## config.mk

```make
export PLATFORM = sky130hd
export DESIGN_NAME = bus_arbiter_rr_flat
export DESIGN_NICKNAME = d
export VERILOG_FILES = /design/src/rtl/mesi_bus_pkg.sv /design/src/rtl/bus_arbiter_rr_if.sv /design/src/rtl/rr_pick.sv /design/src/rtl/bus_arbiter_rr.sv /design/src/flat_wrapper.sv
export SDC_FILE = /design/constraint.sdc
export NUM_CORES = 1
export LEC_CHECK = 0
export ABC_AREA = 0
export CORE_ASPECT_RATIO = 1.75
export CORE_MARGIN = 2
export CORE_UTILIZATION = 45
export DETAILED_ROUTE_END_ITERATION = 8
export PLACE_DENSITY = 0.66
export SETUP_SLACK_MARGIN = 0.02
export SYNTH_ARGS = -nofsm -noshare
export SYNTH_HDL_FRONTEND = slang
export SYNTH_HIERARCHICAL = 1
export SYNTH_SLANG_ARGS = --single-unit
export TNS_END_PERCENT = 1
```

## constraint.sdc

```tcl
create_clock -name clk -period 4.1 [get_ports clk]
set_input_delay 0.41 -clock clk [delete_from_list [all_inputs] [get_ports clk]]
set_output_delay 0.41 -clock clk [all_outputs]
set_load 0.1 [all_outputs]
```

## src/rtl/mesi_bus_pkg.sv

```systemverilog
// Shared types and width helpers for the L1 bus arbiter.
// Imported by the interface, the picker and the arbiter top.
package mesi_bus_pkg;

    localparam int MAX_REQ = 16;

    typedef enum logic {
        ARB_RR    = 1'b0,
        ARB_FIXED = 1'b1
    } arb_mode_e;

    function automatic int idx_w(input int n);
        return (n > 1) ? $clog2(n) : 1;
    endfunction

    // Tenure counter must hold the value MAX_TENURE itself.
    function automatic int cnt_w(input int m);
        return (m > 0) ? $clog2(m + 1) : 1;
    endfunction

    localparam int MAX_IDX_W = idx_w(MAX_REQ);

    typedef logic [MAX_REQ-1:0]   grant_oh_t;
    typedef logic [MAX_IDX_W-1:0] grant_idx_t;

endpackage

```

## src/rtl/bus_arbiter_rr_if.sv

```systemverilog
// Request/grant bundle between the L1 ports and the bus arbiter.
// master = requester side, slave = arbiter side.
interface bus_arbiter_rr_if
    import mesi_bus_pkg::*;
#(
    parameter int NUM_REQ = 4
);

    logic [NUM_REQ-1:0]        bus_req;
    logic [NUM_REQ-1:0]        bus_lock;
    logic                      fixed_prio;
    logic [NUM_REQ-1:0]        bus_grant;
    logic [idx_w(NUM_REQ)-1:0] grant_id;
    logic                      bus_busy;
    logic                      preempt_pulse;

    modport master (
        output bus_req, bus_lock, fixed_prio,
        input  bus_grant, grant_id, bus_busy, preempt_pulse
    );

    modport slave (
        input  bus_req, bus_lock, fixed_prio,
        output bus_grant, grant_id, bus_busy, preempt_pulse
    );

endinterface

```

## src/rtl/rr_pick.sv

```systemverilog
// Combinational winner select: round-robin from a pointer or
// lowest-index first, after masking out excluded ports.
module rr_pick
    import mesi_bus_pkg::*;
#(
    parameter int NUM_REQ = 4
) (
    input  logic [NUM_REQ-1:0]        req_i,
    input  logic [idx_w(NUM_REQ)-1:0] ptr_i,
    input  arb_mode_e                 mode_i,
    input  logic [NUM_REQ-1:0]        excl_i,
    output logic [NUM_REQ-1:0]        oh_o,
    output logic [idx_w(NUM_REQ)-1:0] idx_o,
    output logic                      valid_o
);

    localparam int IW = idx_w(NUM_REQ);

    logic [NUM_REQ-1:0] cand;
    int                 k;

    assign cand = req_i & ~excl_i;

    always_comb begin
        oh_o    = '0;
        idx_o   = '0;
        valid_o = 1'b0;
        k       = 0;
        for (int i = 0; i < NUM_REQ; i++) begin
            if (mode_i == ARB_FIXED) k = i;
            else                     k = (int'(ptr_i) + i) % NUM_REQ;
            if (!valid_o && cand[k]) begin
                valid_o = 1'b1;
                oh_o[k] = 1'b1;
                idx_o   = IW'(k);
            end
        end
    end

endmodule

```

## src/rtl/bus_arbiter_rr.sv

```systemverilog
// L1 bus arbiter: registered one-hot grant, round-robin or fixed
// priority, with tenure-limit preemption gated by the owner's lock.
module bus_arbiter_rr
    import mesi_bus_pkg::*;
#(
    parameter int NUM_REQ    = 4,
    parameter int MAX_TENURE = 16
) (
    input logic             clk,
    input logic             reset,
    bus_arbiter_rr_if.slave bus
);

    localparam int IW = idx_w(NUM_REQ);
    localparam int TW = cnt_w(MAX_TENURE);
    localparam logic [TW-1:0] TEN_MAX  = TW'(MAX_TENURE);
    localparam logic [TW-1:0] TEN_LAST =
        TW'((MAX_TENURE > 0) ? MAX_TENURE - 1 : 0);
    localparam logic [IW-1:0] IDX_LAST = IW'(NUM_REQ - 1);

    logic [NUM_REQ-1:0] grant_q, grant_d;
    logic [IW-1:0]      id_q, id_d;
    logic [IW-1:0]      ptr_q, ptr_d;
    logic [TW-1:0]      ten_q, ten_d;
    logic               pulse_q, pulse_d;

    arb_mode_e          mode;
    logic               holding, others, expired, preempt;
    logic [NUM_REQ-1:0] pick_oh;
    logic [IW-1:0]      pick_idx;
    logic               pick_vld;

    assign mode    = bus.fixed_prio ? ARB_FIXED : ARB_RR;
    assign holding = |(grant_q & bus.bus_req);
    assign others  = |(bus.bus_req & ~grant_q);
    assign expired = (MAX_TENURE != 0) && (ten_q >= TEN_LAST);
    assign preempt = holding && expired && others &&
                     !(|(grant_q & bus.bus_lock));

    // Excluding the owner only matters on preemption; a releasing
    // owner has its request low anyway.
    rr_pick #(.NUM_REQ(NUM_REQ)) u_pick (
        .req_i   (bus.bus_req),
        .ptr_i   (ptr_q),
        .mode_i  (mode),
        .excl_i  (grant_q),
        .oh_o    (pick_oh),
        .idx_o   (pick_idx),
        .valid_o (pick_vld)
    );

    always_comb begin
        grant_d = grant_q;
        id_d    = id_q;
        ptr_d   = ptr_q;
        ten_d   = ten_q;
        pulse_d = 1'b0;
        if (holding && !preempt) begin
            if (ten_q != TEN_MAX) ten_d = ten_q + TW'(1);
        end else begin
            grant_d = pick_oh;
            id_d    = pick_idx;
            ten_d   = '0;
            pulse_d = preempt;
            if (pick_vld && mode == ARB_RR) begin
                ptr_d = (pick_idx == IDX_LAST) ? '0 : pick_idx + IW'(1);
            end
        end
    end

    always_ff @(posedge clk) begin
        if (reset) begin
            grant_q <= '0;
            id_q    <= '0;
            ptr_q   <= '0;
            ten_q   <= '0;
            pulse_q <= 1'b0;
        end else begin
            grant_q <= grant_d;
            id_q    <= id_d;
            ptr_q   <= ptr_d;
            ten_q   <= ten_d;
            pulse_q <= pulse_d;
        end
    end

    assign bus.bus_grant     = grant_q;
    assign bus.grant_id      = id_q;
    assign bus.bus_busy      = |grant_q;
    assign bus.preempt_pulse = pulse_q;

endmodule
```

## src/flat_wrapper.sv

```systemverilog
// flat-port wrapper written by rule: the top's interface ports become plain ports
module bus_arbiter_rr_flat import mesi_bus_pkg::*;
#(
    parameter int NUM_REQ    = 4,
    parameter int MAX_TENURE = 16
)
  (clk, reset, bus_bus_req, bus_bus_lock, bus_fixed_prio, bus_bus_grant, bus_grant_id, bus_bus_busy, bus_preempt_pulse);
  bus_arbiter_rr_if #(.NUM_REQ(NUM_REQ)) bus_i ();
  input logic clk;
  input logic reset;
  input wire logic [$bits(bus_i.bus_req)-1:0] bus_bus_req;
  input wire logic [$bits(bus_i.bus_lock)-1:0] bus_bus_lock;
  input wire logic [$bits(bus_i.fixed_prio)-1:0] bus_fixed_prio;
  output wire logic [$bits(bus_i.bus_grant)-1:0] bus_bus_grant;
  output wire logic [$bits(bus_i.grant_id)-1:0] bus_grant_id;
  output wire logic [$bits(bus_i.bus_busy)-1:0] bus_bus_busy;
  output wire logic [$bits(bus_i.preempt_pulse)-1:0] bus_preempt_pulse;
  assign bus_i.bus_req = bus_bus_req;
  assign bus_i.bus_lock = bus_bus_lock;
  assign bus_i.fixed_prio = bus_fixed_prio;
  assign bus_bus_grant = bus_i.bus_grant;
  assign bus_grant_id = bus_i.grant_id;
  assign bus_bus_busy = bus_i.bus_busy;
  assign bus_preempt_pulse = bus_i.preempt_pulse;
  bus_arbiter_rr #(.NUM_REQ(NUM_REQ), .MAX_TENURE(MAX_TENURE)) u_core (.clk(clk), .reset(reset), .bus(bus_i));
endmodule
```

* Yosys cells after proc, flatten, opt, wreduce, memory -nomap -nowiden
Cells that the tools add are included.
** Word-level totals
- Word-level logic and storage cells :: 98
- Bits in latches :: 0
- Input bits :: 11
- Memory bits (read-only) :: 0
- Memories kept :: 0
- Register bits :: 14
- Bits in writable memories :: 0
** Cells by class
- Shifts and indexed selects :: 0
- Bitwise operators :: 12
- Mux-type cells :: 38
- Div/mod/pow operators :: 0
- Multiply operators :: 0
- $add $sub $neg :: 5
- Equality and inequality tests :: 2
- Reduce and logical (&&, ||, !) cells :: 27
- Magnitude comparators :: 9
** Operators by type and width (number)
- $ge 32x1->1 const B :: 3
- $lt 32x4->1 const B :: 3
- $mux 32 :: 3
- $mux 1 :: 17
- $mux 4 :: 4
- $reduce_or 4->1 :: 4
- $and 4x4->4 :: 3
- $logic_and 1x1->1 :: 12
- $mux 2 :: 6
- $or 4x4->4 :: 3
- $reduce_or 2->1 :: 5
- $bmux 1 s2 :: 4
- $demux 1 s2 :: 4
- $add 5x1->5 const B :: 1
- $ge 5x4->1 const B :: 1
- $logic_not 1->1 :: 5
- $ne 5x5->1 const B :: 1
- $add 2x1->2 const B :: 2
- $add 2x2->2 const B :: 2
- $not 4->4 :: 1
- $and 1x1->1 const A :: 3
- $lt 2x3->1 const B :: 1
- $eq 2x2->1 const B :: 1
- $ge 2x1->1 const B :: 1
- 2 further kinds :: 3

* Depth between registers and ports, before layout
- Depth in word-level cells :: 17
- Depth in mapped cells :: 11
- Depth with buffers taken out :: 9

* Cells and area by module
Netlist, hierarchy kept.
** By module, submodules not included
- bus_arbiter_rr :: seq. area each 280.3 um2, area each 737.0 um2, instances 1, cells each 74
- rr_pick :: seq. area each 0.0 um2, area each 504.2 um2, instances 1, cells each 81

* Worst setup path before layout
OpenSTA, ideal clock, no wires.
- Path kind :: register -> register
- Start :: register u_core.grant_q[3], in the netlist u_core/bus.bus_grant[3]
- End :: register u_core.ptr_q[0]
- Path buffers :: 0
- Arrival :: 2695 ps
- Library setup time :: 121 ps
- Stages on the path, launching flop included :: 10
- Required time :: 3979 ps
- Setup slack :: 1283 ps
- Path through :: dfxtp_1 nor2b_1 nor3_2 a211oi_2 nor3_1 a21oi_1 o21ai_0 ha_1 nor3_1 mux2_4
** On the way
- Cells in the longest elaborated chain, start to end :: 17
- Elaborated cells between the ends (all ways) :: 45
** RTL lines
- start, declared :: line bus_arbiter_rr.sv:21 : logic [NUM_REQ-1:0] grant_q, grant_d;
- start signal, assigned :: line bus_arbiter_rr.sv:79 : grant_q <= grant_d;
- $not 4->4 * :: line rr_pick.sv:22 : assign cand = req_i & ~excl_i;
- $and 4x4->4 * :: line rr_pick.sv:22
- $bmux 1 s2 :: line rr_pick.sv:32 : if (!valid_o && cand[k]) begin
- $mux 1 (implied by the code) (2 in series) :: line rr_pick.sv:32
- $mux 1 :: line rr_pick.sv:32
- $logic_not 1->1 :: line rr_pick.sv:32
- $logic_and 1x1->1 :: line rr_pick.sv:32
- $mux 1 :: line rr_pick.sv:32
- $logic_not 1->1 :: line rr_pick.sv:32
- $logic_and 1x1->1 :: line rr_pick.sv:32
- $mux 1 :: line rr_pick.sv:32
- $logic_not 1->1 :: line rr_pick.sv:32
- $logic_and 1x1->1 :: line rr_pick.sv:32
- $mux 2 * :: line rr_pick.sv:32
- via u_core.pick_idx[0] :: line bus_arbiter_rr.sv:30 : logic [IW-1:0] pick_idx;
- $add 2x1->2 or $eq 2x2->1 (tied branches) :: line bus_arbiter_rr.sv:66 : ptr_d = (pick_idx == IDX_LAST) ? '0 : pick_idx + IW'(1);
- $mux 2 * :: line bus_arbiter_rr.sv:66
- end signal, assigned :: line bus_arbiter_rr.sv:81 : ptr_q <= ptr_d;
- end, declared :: line bus_arbiter_rr.sv:23 : logic [IW-1:0] ptr_q, ptr_d;
The timed path passes the listed nets; every way through them passes the cells marked *. The select of a mux whose other input is x is not followed.
A chain may end at the register's enable or synchronous reset.

* Worst setup path after layout
- Start :: input port bus_fixed_prio
- End :: register u_core.ptr_q[0]
** On the way
- Cells in the longest elaborated chain, start to end :: 17
- Elaborated cells between the ends (all ways) :: 37
** RTL lines
- start, declared :: line flat_wrapper.sv:13 : input wire logic [$bits(bus_i.fixed_prio)-1:0] bus_fixed_prio;
- $mux 1 * :: line bus_arbiter_rr.sv:33 : assign mode = bus.fixed_prio ? ARB_FIXED : ARB_RR;
- $mux 2 :: line rr_pick.sv:30 : if (mode_i == ARB_FIXED) k = i;
- $bmux 1 s2 :: line rr_pick.sv:32
- $mux 1 (implied by the code) (2 in series) :: line rr_pick.sv:32
- $mux 1 :: line rr_pick.sv:32
- $logic_not 1->1 :: line rr_pick.sv:32
- $logic_and 1x1->1 :: line rr_pick.sv:32
- $mux 1 :: line rr_pick.sv:32
- $logic_not 1->1 :: line rr_pick.sv:32
- $logic_and 1x1->1 :: line rr_pick.sv:32
- $mux 1 :: line rr_pick.sv:32
- $logic_not 1->1 :: line rr_pick.sv:32
- $logic_and 1x1->1 :: line rr_pick.sv:32
- $mux 2 * :: line rr_pick.sv:32
- via u_core.pick_idx[0] :: line bus_arbiter_rr.sv:30
- $add 2x1->2 or $eq 2x2->1 (tied branches) :: line bus_arbiter_rr.sv:66
- $mux 2 * :: line bus_arbiter_rr.sv:66
Marks and branches as above.

==> implementation parameters <==
Parameter                              Value

Outcome
  Status ... finished clean

Power
  Largest voltage drop on the vdd net ... 0.415 mV
  Switching power total ... a little under 0.6 mW
  Internal cell power ... about 0.49 mW
  Combinational power share ... about two thirds
  Power density over cell area ... 756 nW/um^2
  Clk network pwr share ... between 10 and 15%
  Sequential group share of total power ... a little over a fifth
  Leakage power ... around 0.5 nW
  Proportion of total power due to net switching ... roughly 55%

Synthesis
  Post-synthesis share of cell area spent on xor and xnor gates ... under 10%
  EDFF count, synth ... 0
  Commonest cells in the synthesized netlist ... nor2_1 (22), dfxtp_1 (14), nor3_1 (14)
  Synthesis warning total ... 6
  Flip-flop and latch count after synthesis ... 14
  Synth Cell Area ... approximately 1200 sq um
  Asr flop ratio synth ... 0%
  Largest family of logic cells by synthesized area ... simple AND/OR/NAND/NOR gates
  Area fraction in and, or, nand and nor cells after synthesis ... between 30% and 40%
  Share of synthesized area occupied by flip-flops and latches ... between 20% and 30%
  Mapped Nets ... 170
  Post-Synth Adder-Cell Area ... under 10%
  Top-area cell type share of the netlist area ... 22.6%
  Post-synthesis cell count ... approximately 160
  Most area-consuming cells after synthesis ... dfxtp_1 (23%), nor2_1 (6.7%), mux2i_1 (6.5%)
  Multiplexer share of the synthesized area ... around 7.7%
  Synth cell types ... 45
  Share of the synthesized area in compound gates (AO/OA/AOI/OAI) ... 20.9%
  Most common cell in the netlist ... nor2_1
  Cell taking the most area after synthesis ... dfxtp_1
  Post-Synthesis Mean Instance Area ... 8.01 sq um
  Flip-flop cell with the highest count after synthesis ... dfxtp_1

Timing
  Minimum clock period after layout ... approximately 3.0 ns
  Max-slew violations ... 0
  Transition time of the tightest slew-check pin ... 0.971 ns
  Worst hold-check slack ... 0.491 ns
  Clock Skews ... about 0.00042 ns
  Sum Neg Setup Slack ... 0 ns
  Slew HR ... a little over a third
  Fmax achieved ... between 300 and 400 MHz
  Number of hold-slack violations in the final timing report ... 0
  Fraction of the cycle the final worst path needs ... 74.0%
  Fin worst setup slack ... about 1.1 ns
  Setup repair after global routing missed its margin ... no
  Count of final setup violators ... 0

Placement
  GP Congestion ... 0.932
  Final HPWL from detailed placement ... 2570 um
  Total of buffers placed on input and output ports ... 18
  Inst Count DP ... around 190
  Placed standard-cell area ... roughly 1400 sq um
  Pre-CTS setup slack ... ~0.86 ns

GRT
  Met3 Track Usage GR ... under 10%
  Antenna violations before repair ... 0
  First-pass GRT wire length ... between 5000 and 6000 um
  Met1 track utilization from global routing ... between 20% and 30%
  Overall Global Routing Usage ... 21.7%
  Total global routing overflow ... 0
  Maximum number of pins on one net before global-route repair ... 15
  Busiest metal layer after global routing ... met2
  Global-route track usage on met2 ... approximately 40%
  Vias in the first global route ... between 1000 and 1500

Worst setup path
  Kind of cell adding the most delay to the critical path ... simple AND/OR/NAND/NOR gates
  Critical path start-end classification ... in -> reg
  Worst setup EP type ... register
  Worst-path cell with the longest stage delay ... clkdlybuf4s50_1
  CP arrival ... roughly 3.2 ns
  Crit path cell chain ... clkdlybuf4s50_1 > nand2b_1 > nor3_1 > o211ai_1 > o211ai_1 > nor2_1 > o21ai_0 > ha_1 > nor3_1 > mux2_4
  Register-to-register setup slack ... 1.44 ns
  Delay contributed by the slowest stage of the critical path ... around 0.64 ns
  Total buffers and inverters traversed by the critical path ... 1
  Maximum fanout along the worst path ... 14
  Required time of the worst setup path ... between 4 and 5 ns
  Kind of launch point of the worst setup path ... input pin

Clock tree
  Clock tree from TritonCTS ... built
  Later-pin clock latency in the skew report ... approximately 0.24 ns
  Cts bufs inserted ... 3
  Hold Buf Count CTS ... 0
  Longest Clk Path Bufs ... 2
  H-tree depth ... 1
  Worst-path clk slew ... around 0.050 ns
  CTS Root Cell ... clkbuf_8
  Setup Buffers After CTS ... 0
  Count of clock tree sinks ... 14
  Post-CTS sizing ... 0

Die
  Die Width ... between 40 and 50 um
  Vertical extent of the die ... around 73 um
  Std-Cell Core Area ... approximately 2700 sq um
  Initial core utilization ... 46.7%
  Number of standard-cell rows in the floorplan ... 25
  Total Die Area ... around 3200 sq um
  Count of boundary I/O pins ... 19

Worst hold path
  Path category of the worst min-delay check ... reg -> reg

Route
  Drc violations ... 0
  Wirelength, routed ... 3260 um
  Average via count per standard cell ... just over 6
  Antenna violation net count after detailed routing ... 0
  Vias post-DR ... 1187
  Starting DRT DRC Count ... 26
  Initial DRT Pass Iterations ... 4
  Routed length per instance ... roughly 17 um

Layout
  Share of final-layout standard cells stronger than drive strength 1 ... 10.1%
  Number of antenna repair diodes ... 0
  Fin nets ... between 150 and 200
  Non-filler cells in the finished layout ... 195
  Design area ... 1440 sq um
  Area delta synth->final ... 15.6%
  Count of filler cells inserted in the layout ... 270

Job
  Max-cap check violation count ... 0
[final timing paths]
| kind | start | end | cells past startpoint |
|---|---|---|---|
| max | bus_fixed_prio | u_core/ptr_q[0]$_SDFFE_PP0P_ | 10 |
| min | u_core/bus.grant_id[1]$_SDFFE_PP0N_ | u_core/bus.grant_id[1]$_SDFFE_PP0N_ | 2 |
| max reg2reg | u_core/ptr_q[0]$_SDFFE_PP0P_ | u_core/ptr_q[0]$_SDFFE_PP0P_ | 9 |
| min reg2reg | u_core/bus.grant_id[1]$_SDFFE_PP0N_ | u_core/bus.grant_id[1]$_SDFFE_PP0N_ | 2 |
[registers in the layout, indices dropped and copies added, names as in the netlist]
register,flops
u_core/ten_q,5
u_core/bus.bus_grant,4
u_core/bus.grant_id,2
u_core/ptr_q,2
u_core/bus.preempt_pulse,1
[cells by family (layout without fill, tap and decap cells)]
family	count (synthesis)	after routing
muxes	9	9
xor gates and xnor gates	4	4
AOI/OAI and AO/OA	33	33
buffers and inverters	13	26
and+or+nand+nor	78	78
adders and majority gates	4	4
DFF	14	14
[cell type report]
cell class | count | area (sq um) | area share, %
timing repair buffer | 18 | 180 | 12.6
multi-input combinational | 128 | 881 | 61.4
inverter | 5 | 18.8 | 1.31
clock buffer | 3 | 41.3 | 2.88
tap | 27 | 33.8 | 2.35
sequential | 14 | 280 | 19.5
[metal layers]
metal	share of wire, %	vias to the layer above
met3	2.6	6
li1	-	586
met5	0	-
met4	2.1	0
met1	37	563
met2	58	32
[power by group through the flow]
stage | sequential [mW] | combinational (mW) | clock [mW]
after floorplan | 0.355 | 0.491 | 0
after global placement | 0.234 | 0.736 | 0
after detailed placement | 0.239 | 0.735 | 0
after CTS | 0.235 | 0.740 | 0.112
after global routing | 0.244 | 0.786 | 0.116
final | 0.234 | 0.740 | 0.110
[metrics by stage]
stage	util (%)	power (mW)
after floorplan	-	0.845
after global placement	52.4	0.970
after detailed placement	52.4	0.974
after CTS	54.0	1.09
after global routing	54.0	1.15
final	54.0	1.08
[cell usage in the layout (no fill, tap or decap), drive strengths merged, types with 3 or more instances in the layout]
master,count
nor2b,9
dfxtp,14
a211oi,6
mux2i,8
nand2,8
nand2b,8
ha,4
a21oi,8
inv,5
clkbuf,3
xnor2,3
nand3,3
nor3,16
nor2,22
o21ai,4
clkdlybuf4s50,18
[worst register-to-register path: cells and delay by family (launching register included)]
family	cells	cell delay, ns
muxes	1	0.27
and+or+nand+nor	4	0.77
DFF	1	0.55
AOI/OAI and AO/OA	3	0.76
adders and majority gates	1	0.21
Power figures use the tool's default switching activity.
